===== src/rtl/l0i_pkg.sv =====
// l0i_pkg: shared definitions for the L0 instruction line buffer.
//   - FSM state encoding
//   - address-split constants (word offset, line offset) and width helpers
//   - memory message structs (32-bit fetch side, 256-bit line side) and
//     memory message type codes
//   - word_sel(): extracts one 32-bit word from a 256-bit line
package l0i_pkg;

  typedef enum logic [2:0] {
    ST_IDLE  = 3'd0,
    ST_TC    = 3'd1,
    ST_MREQ  = 3'd2,
    ST_MWAIT = 3'd3,
    ST_RESP  = 3'd4
  } state_e;

  localparam int ADDR_W      = 32;
  localparam int WORD_W      = 32;
  localparam int LINE_W      = 256;
  localparam int WORD_OFF_W  = 3;   // addr[4:2] selects one of 8 words
  localparam int LINE_OFF_W  = 5;   // addr[4:0] is the byte offset in a line
  localparam int OPAQUE_W    = 8;
  localparam int TYPE_W      = 3;

  localparam logic [TYPE_W-1:0] MEM_TYPE_READ  = 3'd0;
  localparam logic [TYPE_W-1:0] MEM_TYPE_WRITE = 3'd1;
  localparam logic [TYPE_W-1:0] MEM_TYPE_INIT  = 3'd2;

  // Fields listed MSB to LSB: type, opaque, addr, len, data.
  typedef struct packed {
    logic [TYPE_W-1:0]   typ;
    logic [OPAQUE_W-1:0] opaque;
    logic [ADDR_W-1:0]   addr;
    logic [1:0]          len;
    logic [WORD_W-1:0]   data;
  } mem_req_32_t;

  typedef struct packed {
    logic [TYPE_W-1:0]   typ;
    logic [OPAQUE_W-1:0] opaque;
    logic [1:0]          test;
    logic [1:0]          len;
    logic [WORD_W-1:0]   data;
  } mem_resp_32_t;

  typedef struct packed {
    logic [TYPE_W-1:0]   typ;
    logic [OPAQUE_W-1:0] opaque;
    logic [ADDR_W-1:0]   addr;
    logic [4:0]          len;
    logic [LINE_W-1:0]   data;
  } mem_req_256_t;

  typedef struct packed {
    logic [TYPE_W-1:0]   typ;
    logic [OPAQUE_W-1:0] opaque;
    logic [1:0]          test;
    logic [4:0]          len;
    logic [LINE_W-1:0]   data;
  } mem_resp_256_t;

  function automatic int idx_width(input int num_lines);
    return $clog2(num_lines);
  endfunction

  function automatic int tag_width(input int num_lines);
    return ADDR_W - LINE_OFF_W - $clog2(num_lines);
  endfunction

  function automatic logic [WORD_W-1:0] word_sel(input logic [LINE_W-1:0] line,
                                                 input logic [WORD_OFF_W-1:0] off);
    return line[{off, 5'b0} +: WORD_W];
  endfunction

endpackage


===== src/rtl/l0i_line_array.sv =====
// l0i_line_array: valid/tag/data storage for the L0 instruction buffer.
//   clk, reset      clock, synchronous active-high reset (clears valid bits)
//   rd_idx          combinational read index
//   rd_valid/tag/data  contents of the indexed entry
//   wr_en, wr_idx, wr_tag, wr_data  synchronous allocate: writes tag+data
//                   and sets the valid bit of the indexed entry
//   inval_all       clears every valid bit at the next edge
module l0i_line_array #(
  parameter int NUM_LINES = 2,
  parameter int IDX_W     = 1,
  parameter int TAG_W     = 26,
  parameter int LINE_W    = 256
) (
  input  logic              clk,
  input  logic              reset,
  input  logic [IDX_W-1:0]  rd_idx,
  output logic              rd_valid,
  output logic [TAG_W-1:0]  rd_tag,
  output logic [LINE_W-1:0] rd_data,
  input  logic              wr_en,
  input  logic [IDX_W-1:0]  wr_idx,
  input  logic [TAG_W-1:0]  wr_tag,
  input  logic [LINE_W-1:0] wr_data,
  input  logic              inval_all
);

  logic [NUM_LINES-1:0] valid_reg;
  logic [NUM_LINES-1:0] line_sel;
  logic [TAG_W-1:0]     tag_mem  [NUM_LINES];
  logic [LINE_W-1:0]    data_mem [NUM_LINES];

  // One-hot decode of the allocate target.
  genvar gi;
  generate
    for (gi = 0; gi < NUM_LINES; gi++) begin : g_sel
      assign line_sel[gi] = wr_en && (wr_idx == IDX_W'(gi));
    end
  endgenerate

  always_ff @(posedge clk) begin
    if (reset || inval_all) begin
      valid_reg <= '0;
    end else begin
      valid_reg <= valid_reg | line_sel;
    end
  end

  // Tag and data are deliberately not reset; the valid bit guards them.
  always_ff @(posedge clk) begin
    if (wr_en) begin
      tag_mem[wr_idx]  <= wr_tag;
      data_mem[wr_idx] <= wr_data;
    end
  end

  assign rd_valid = valid_reg[rd_idx];
  assign rd_tag   = tag_mem[rd_idx];
  assign rd_data  = data_mem[rd_idx];

endmodule


===== src/rtl/l0i_line_buffer.sv =====
// l0i_line_buffer: direct-mapped L0 instruction buffer between a 32-bit
// fetch port and a 256-bit line memory port.
//   clk, reset                         clock, synchronous active-high reset
//   L0_disable                         bypass: always fetch from memory, never allocate
//   procreq_val/rdy/msg                fetch request (mem_req_32_t)
//   procresp_val/rdy/msg               fetch response (mem_resp_32_t)
//   memreq_val/rdy/msg                 line request (mem_req_256_t)
//   memresp_val/rdy/msg                line response (mem_resp_256_t)
// One request is handled at a time: IDLE -> TC -> (RESP | MREQ -> MWAIT -> RESP).
module l0i_line_buffer
  import l0i_pkg::*;
#(
  parameter int p_num_lines  = 2,
  parameter int p_line_nbits = 256
) (
  input  logic          clk,
  input  logic          reset,
  input  logic          L0_disable,
  input  logic          procreq_val,
  output logic          procreq_rdy,
  input  mem_req_32_t   procreq_msg,
  output logic          procresp_val,
  input  logic          procresp_rdy,
  output mem_resp_32_t  procresp_msg,
  output logic          memreq_val,
  input  logic          memreq_rdy,
  output mem_req_256_t  memreq_msg,
  input  logic          memresp_val,
  output logic          memresp_rdy,
  input  mem_resp_256_t memresp_msg
);

  localparam int IDX_W = idx_width(p_num_lines);
  localparam int TAG_W = tag_width(p_num_lines);

  state_e state_reg, state_next;

  logic [TYPE_W-1:0]   req_typ_reg;
  logic [OPAQUE_W-1:0] req_opaque_reg;
  logic [ADDR_W-1:2]   req_addr_reg;
  logic [WORD_W-1:0]   resp_data_reg;

  logic [WORD_OFF_W-1:0] req_off;
  logic [IDX_W-1:0]      req_idx;
  logic [TAG_W-1:0]      req_tag;

  logic                    rd_valid;
  logic [TAG_W-1:0]        rd_tag;
  logic [p_line_nbits-1:0] rd_data;
  logic                    hit;
  logic                    is_read;
  logic                    wr_en;
  logic                    inval_all;

  assign req_off = req_addr_reg[4:2];
  assign req_idx = req_addr_reg[LINE_OFF_W+IDX_W-1:LINE_OFF_W];
  assign req_tag = req_addr_reg[ADDR_W-1:LINE_OFF_W+IDX_W];

  // A hit needs both the valid bit and a full tag match.
  assign hit     = rd_valid && (rd_tag == req_tag);
  assign is_read = (req_typ_reg == MEM_TYPE_READ);

  // Any non-read request flushes the whole buffer so later fetches never
  // see stale instructions.
  assign inval_all = (state_reg == ST_TC) && !is_read;
  assign wr_en     = (state_reg == ST_MWAIT) && memresp_val && !L0_disable;

  l0i_line_array #(
    .NUM_LINES (p_num_lines),
    .IDX_W     (IDX_W),
    .TAG_W     (TAG_W),
    .LINE_W    (p_line_nbits)
  ) u_line_array (
    .clk       (clk),
    .reset     (reset),
    .rd_idx    (req_idx),
    .rd_valid  (rd_valid),
    .rd_tag    (rd_tag),
    .rd_data   (rd_data),
    .wr_en     (wr_en),
    .wr_idx    (req_idx),
    .wr_tag    (req_tag),
    .wr_data   (memresp_msg.data),
    .inval_all (inval_all)
  );

  // State register
  always_ff @(posedge clk) begin
    if (reset) begin
      state_reg <= ST_IDLE;
    end else begin
      state_reg <= state_next;
    end
  end

  // Next-state logic
  always_comb begin
    state_next = state_reg;
    unique case (state_reg)
      ST_IDLE:  if (procreq_val) state_next = ST_TC;
      ST_TC: begin
        if (!is_read || (hit && !L0_disable)) state_next = ST_RESP;
        else                                  state_next = ST_MREQ;
      end
      ST_MREQ:  if (memreq_rdy)   state_next = ST_MWAIT;
      ST_MWAIT: if (memresp_val)  state_next = ST_RESP;
      ST_RESP:  if (procresp_rdy) state_next = ST_IDLE;
      default:  state_next = ST_IDLE;
    endcase
  end

  // Request latch and response word register. No reset: these are only
  // observed in states reached after they have been loaded.
  always_ff @(posedge clk) begin
    if (state_reg == ST_IDLE && procreq_val) begin
      req_typ_reg    <= procreq_msg.typ;
      req_opaque_reg <= procreq_msg.opaque;
      req_addr_reg   <= procreq_msg.addr[ADDR_W-1:2];
    end
    if (state_reg == ST_TC) begin
      // On a miss this value is overwritten in MWAIT.
      resp_data_reg <= is_read ? word_sel(rd_data, req_off) : '0;
    end
    if (state_reg == ST_MWAIT && memresp_val) begin
      resp_data_reg <= word_sel(memresp_msg.data, req_off);
    end
  end

  // Outputs depend only on state and registers, never on same-cycle rdy.
  always_comb begin
    procreq_rdy  = (state_reg == ST_IDLE);
    memreq_val   = (state_reg == ST_MREQ);
    memresp_rdy  = (state_reg == ST_MWAIT);
    procresp_val = (state_reg == ST_RESP);

    memreq_msg        = '0;
    memreq_msg.typ    = MEM_TYPE_READ;
    memreq_msg.addr   = {req_addr_reg[ADDR_W-1:LINE_OFF_W], {LINE_OFF_W{1'b0}}};

    procresp_msg        = '0;
    procresp_msg.typ    = req_typ_reg;
    procresp_msg.opaque = req_opaque_reg;
    procresp_msg.data   = resp_data_reg;
  end

  // Message fields this block never needs.
  logic unused_bits;
  assign unused_bits = ^{procreq_msg.len, procreq_msg.data, procreq_msg.addr[1:0],
                         memresp_msg.typ, memresp_msg.opaque, memresp_msg.test,
                         memresp_msg.len};

endmodule


===== config.mk =====
export PLATFORM = sky130hd
export DESIGN_NAME = l0i_line_buffer
export DESIGN_NICKNAME = d
export VERILOG_FILES = /design/src/rtl/l0i_pkg.sv /design/src/rtl/l0i_line_array.sv /design/src/rtl/l0i_line_buffer.sv
export SDC_FILE = /design/constraint.sdc
export NUM_CORES = 1
export LEC_CHECK = 0
export CAP_MARGIN = 10
export CELL_PAD_IN_SITES_DETAIL_PLACEMENT = 1
export CELL_PAD_IN_SITES_GLOBAL_PLACEMENT = 1
export CORE_AREA = 2 2 279 281
export DETAILED_ROUTE_END_ITERATION = 8
export DIE_AREA = 0 0 281 283
export MAX_ROUTING_LAYER = met4
export PLACE_DENSITY = 0.71
export SLEW_MARGIN = 10
export SYNTH_ARGS = -nofsm -noshare
export SYNTH_HDL_FRONTEND = slang
export SYNTH_SLANG_ARGS = --single-unit

===== constraint.sdc =====
create_clock -name clk -period 33.4 [get_ports clk]
set_input_delay 3.34 -clock clk [delete_from_list [all_inputs] [get_ports clk]]
set_output_delay 3.34 -clock clk [all_outputs]
set_load 0.05 [all_outputs]

==> flow_summary_export.csv <==
group,metric,value,unit
cts,post_cts_buffers,0,
cells_and_area,nFillCells,7369,
routing,wl,67200,um
grt,grtUsageTotal,0.173,
cts,postCtsHoldBufs,0,
cts,clkTransAtPathRegs,0.06,ns
logic_synthesis,synth_top_area_share,0.673,
cts,cts_root_buffer,"clkbuf_16",
grt,grt_pass1_vias,15582,
pwr,irDropWorstVdd,0.0415,mV
sta,worst_pin_slew,1.21,ns
routing,via_per_inst,4.78,
logic_synthesis,ys_warn_count,0,
pwr,p_seq_frac,0.462,
cts,cts.sinks,643,
cts,cts_made_buffers,73,
grt,grt_start_max_net_pins,160,
logic_synthesis,syn_inst,1503,
cts,clk_latency,0.61,ns
critical_path,r2r_end,"resp_data_reg[14]",
placed_design,dp_hpwl,44300,um
placed_design,port_buffers,377,
logic_synthesis,yosysSeqAreaShare,0.677,
sta,fin_worst_skew,0.0362,ns
cts,cts-resized-gates,0,
routing,antenna_left,0,
grt,grt_overflow,0,
cts,cts_max_level,3,
die,start_util,0.371,
sta,hold_violations,0,
cells_and_area,drive_gt1_frac,0.183,
critical_path,path_class,"primary input to flop",
cts,clk_path_buf_depth,3,
pwr,power_frac_comb,0.146,
logic_synthesis,synth-main-ff-cell,"edfxtp_1",
sta,rsz0062_at_grt,"false",
logic_synthesis,netlist_area,28400,um^2
run_status,status,"completed",
critical_path,ff2ff_setup_slack,29.43,ns
die,ios,713,
logic_synthesis,ys_types,34,
pwr,power_density,57.2,nW/um^2
cells_and_area,syn_to_final_growth,21.3,%
critical_path,worst_r2r_path_depth,6,
pwr,internal_power,0.00146,W
pwr,sw_frac_of_total,0.257,
logic_synthesis,yosysTopAreaCell,"edfxtp_1",
die,rows,102,
routing,drtIter0Drc,856,
critical_path,worstSetupStartpoint,"memresp_val",
pwr,p_leak,11.6,nW
logic_synthesis,syn_area_per_cell,18.9,um^2
grt,antenna_found_initial,13,
placed_design,dp_slack,26.63,ns
sta,maxSlewViolCount,0,
job,drv_cap,0,
grt,grt_pass1_wl,100000,um
sta,relSlewSlack,0.196,
die,die-width,281,um
critical_path,crit_arrival,6.35,ns
placed_design,gp_congestion,0.763,
die,die-area,79500,um^2
critical_path,cp-end-kind,"flop",
pwr,clock_power_share,0.392,
die,core,76700,um^2
logic_synthesis,synth_edf_count,637,
sta,setup_viol,0,
critical_path,setup.worst_path.start_class,"primary input",
sta,setup_slack,27.27,ns
logic_synthesis,async_reset_ff_frac,0,
logic_synthesis,synth-seq-cells,643,
logic_synthesis,synth_area_leaders,"edfxtp_1 67%, mux4_2 15%, buf_4 8.1%, mux2i_1 3.2%, mux2_2 1.3%",
routing,via_count,14255,
critical_path,cp-endpoint,"u_line_array.data_mem[1][151]",
sta,fin_tns_setup,0,ns
cells_and_area,fin_nets,2237,
routing,detail_route.drc_violations,0,
sta,fin_crit_sh,0.184,
cells_and_area,final_cell_area,34500,um^2
critical_path,cp_data_required_time,33.61,ns
sta,post-route-min-period,6.13,ns
worst_hold_path,hp-class,"flop to flop",
cells_and_area,largest_reg_flops,512,
sta,fmaxAchievable,163,MHz
routing,drt_first_pass_iters,5,
placed_design,dpl_cell_area,32200,um^2
die,fp.dieH,283,um
critical_path,path_max_fanout,67,
cts,cts_tree,"yes",
pwr,p_sw,0.000507,W
routing,wl_per_cell,22.5,um
-- metal layers --
metal,track usage,up-vias,part of all wire
met3,0.0384,103,0.064
met5,-,-,0
met2,0.297,532,0.53
met1,0.203,7425,0.38
met4,0.0535,0,0.020
li1,-,6195,-
-- cell families after synthesis --
kind of cell    count (synthesis)  share of synthesized area
simple gates                   65                     0.0105
xor+xnor                       26                    0.00801
flops                         643                      0.677
compound gates                 72                     0.0150
other cells                     1                   0.000132
mux                           316                      0.197
buf+inv                       380                     0.0919
-- worst min path at each step --
stage | cells past startpoint | from | to
6_report | 1 | u_line_array.valid_reg[1] | u_line_array.valid_reg[1]
4_1_cts | 1 | u_line_array.valid_reg[1] | u_line_array.valid_reg[1]
2_1_floorplan | 1 | u_line_array.valid_reg[0] | u_line_array.valid_reg[0]
3_5_place_dp | 1 | u_line_array.valid_reg[1] | u_line_array.valid_reg[1]
3_3_place_gp | 1 | u_line_array.valid_reg[0] | u_line_array.valid_reg[0]
5_1_grt | 1 | u_line_array.valid_reg[1] | u_line_array.valid_reg[1]
-- layout make-up --
class / count / area, um^2 / share of cell area
flip-flops and latches: 643 / 19300 / 0.558
multi-input cells: 760 / 7640 / 0.222
repair buffers: 400 / 3970 / 0.115
clock buffers: 87 / 1900 / 0.0551
well taps: 1040 / 1300 / 0.0377
clock inverters: 40 / 383 / 0.0111
diodes: 11 / 27.5 / 0.000798
inverters: 1 / 3.75 / 0.000109
-- metrics by stage --
| stage | util | hold slack [ns] | total power [W] | instances |
|---|---|---|---|---|
| after floorplan | - | 0.440 | 0.00116 | 1783 |
| after global placement | 0.419 | 0.452 | 0.00121 | 2844 |
| after detailed placement | 0.419 | 0.466 | 0.00122 | 2844 |
| after CTS | 0.449 | 0.480 | 0.00200 | 2971 |
| after global routing | 0.450 | 0.499 | 0.00204 | 2982 |
| final | 0.450 | 0.476 | 0.00197 | 2982 |
-- worst max-delay path: stages --
cell and delay (ns):
clkdlybuf4s50_1 0.51, nand2_2 0.34, nor3b_2 0.43, buf_4 0.78
buf_4 0.80
-- cell usage in the layout (no fill, tap or decap), types with 4 or more instances in the layout --
| cell | instances |
|---|---|
| clkbuf_16 | 74 |
| a21oi_1 | 32 |
| nor2_1 | 37 |
| mux4_2 | 192 |
| clkbuf_1 | 13 |
| clkinv_2 | 8 |
| bufinv_16 | 6 |
| conb_1 | 281 |
| buf_4 | 21 |
| clkdlybuf4s50_1 | 377 |
| dfxtp_1 | 5 |
| nand4_1 | 4 |
| nor3_1 | 5 |
| inv_6 | 4 |
| o22ai_1 | 32 |
| xnor2_1 | 6 |
| mux2_2 | 33 |
| edfxtp_1 | 637 |
| clkinv_1 | 16 |
| diode_2 | 11 |
| mux2i_1 | 91 |
| xor2_1 | 20 |
-- cell usage after synthesis (3+ instances only) --
cell        n
buf_1      10
nor2_1     37
dfxtp_1     6
xnor2_1     6
nand4_1     4
mux2_2     33
or4_1       3
nor3_1      6
clkbuf_1   41
nand2_1     5
mux2i_1    91
a21oi_1    32
buf_4     308
o22ai_1    32
edfxtp_1  637
buf_2      19
mux4_2    192
nand2b_1    3
xor2_1     20
-- power by group through the flow --
stage	sequential (W)	clock, W	combinational [W]
2_1_floorplan	0.000936	0	0.000219
3_3_place_gp	0.000927	0	0.000287
3_5_place_dp	0.000927	0	0.000290
4_1_cts	0.000910	0.000796	0.000291
5_1_grt	0.000911	0.000824	0.000306
6_report	0.000910	0.000773	0.000288
Note: power is estimated with default switching activity, not from simulation.
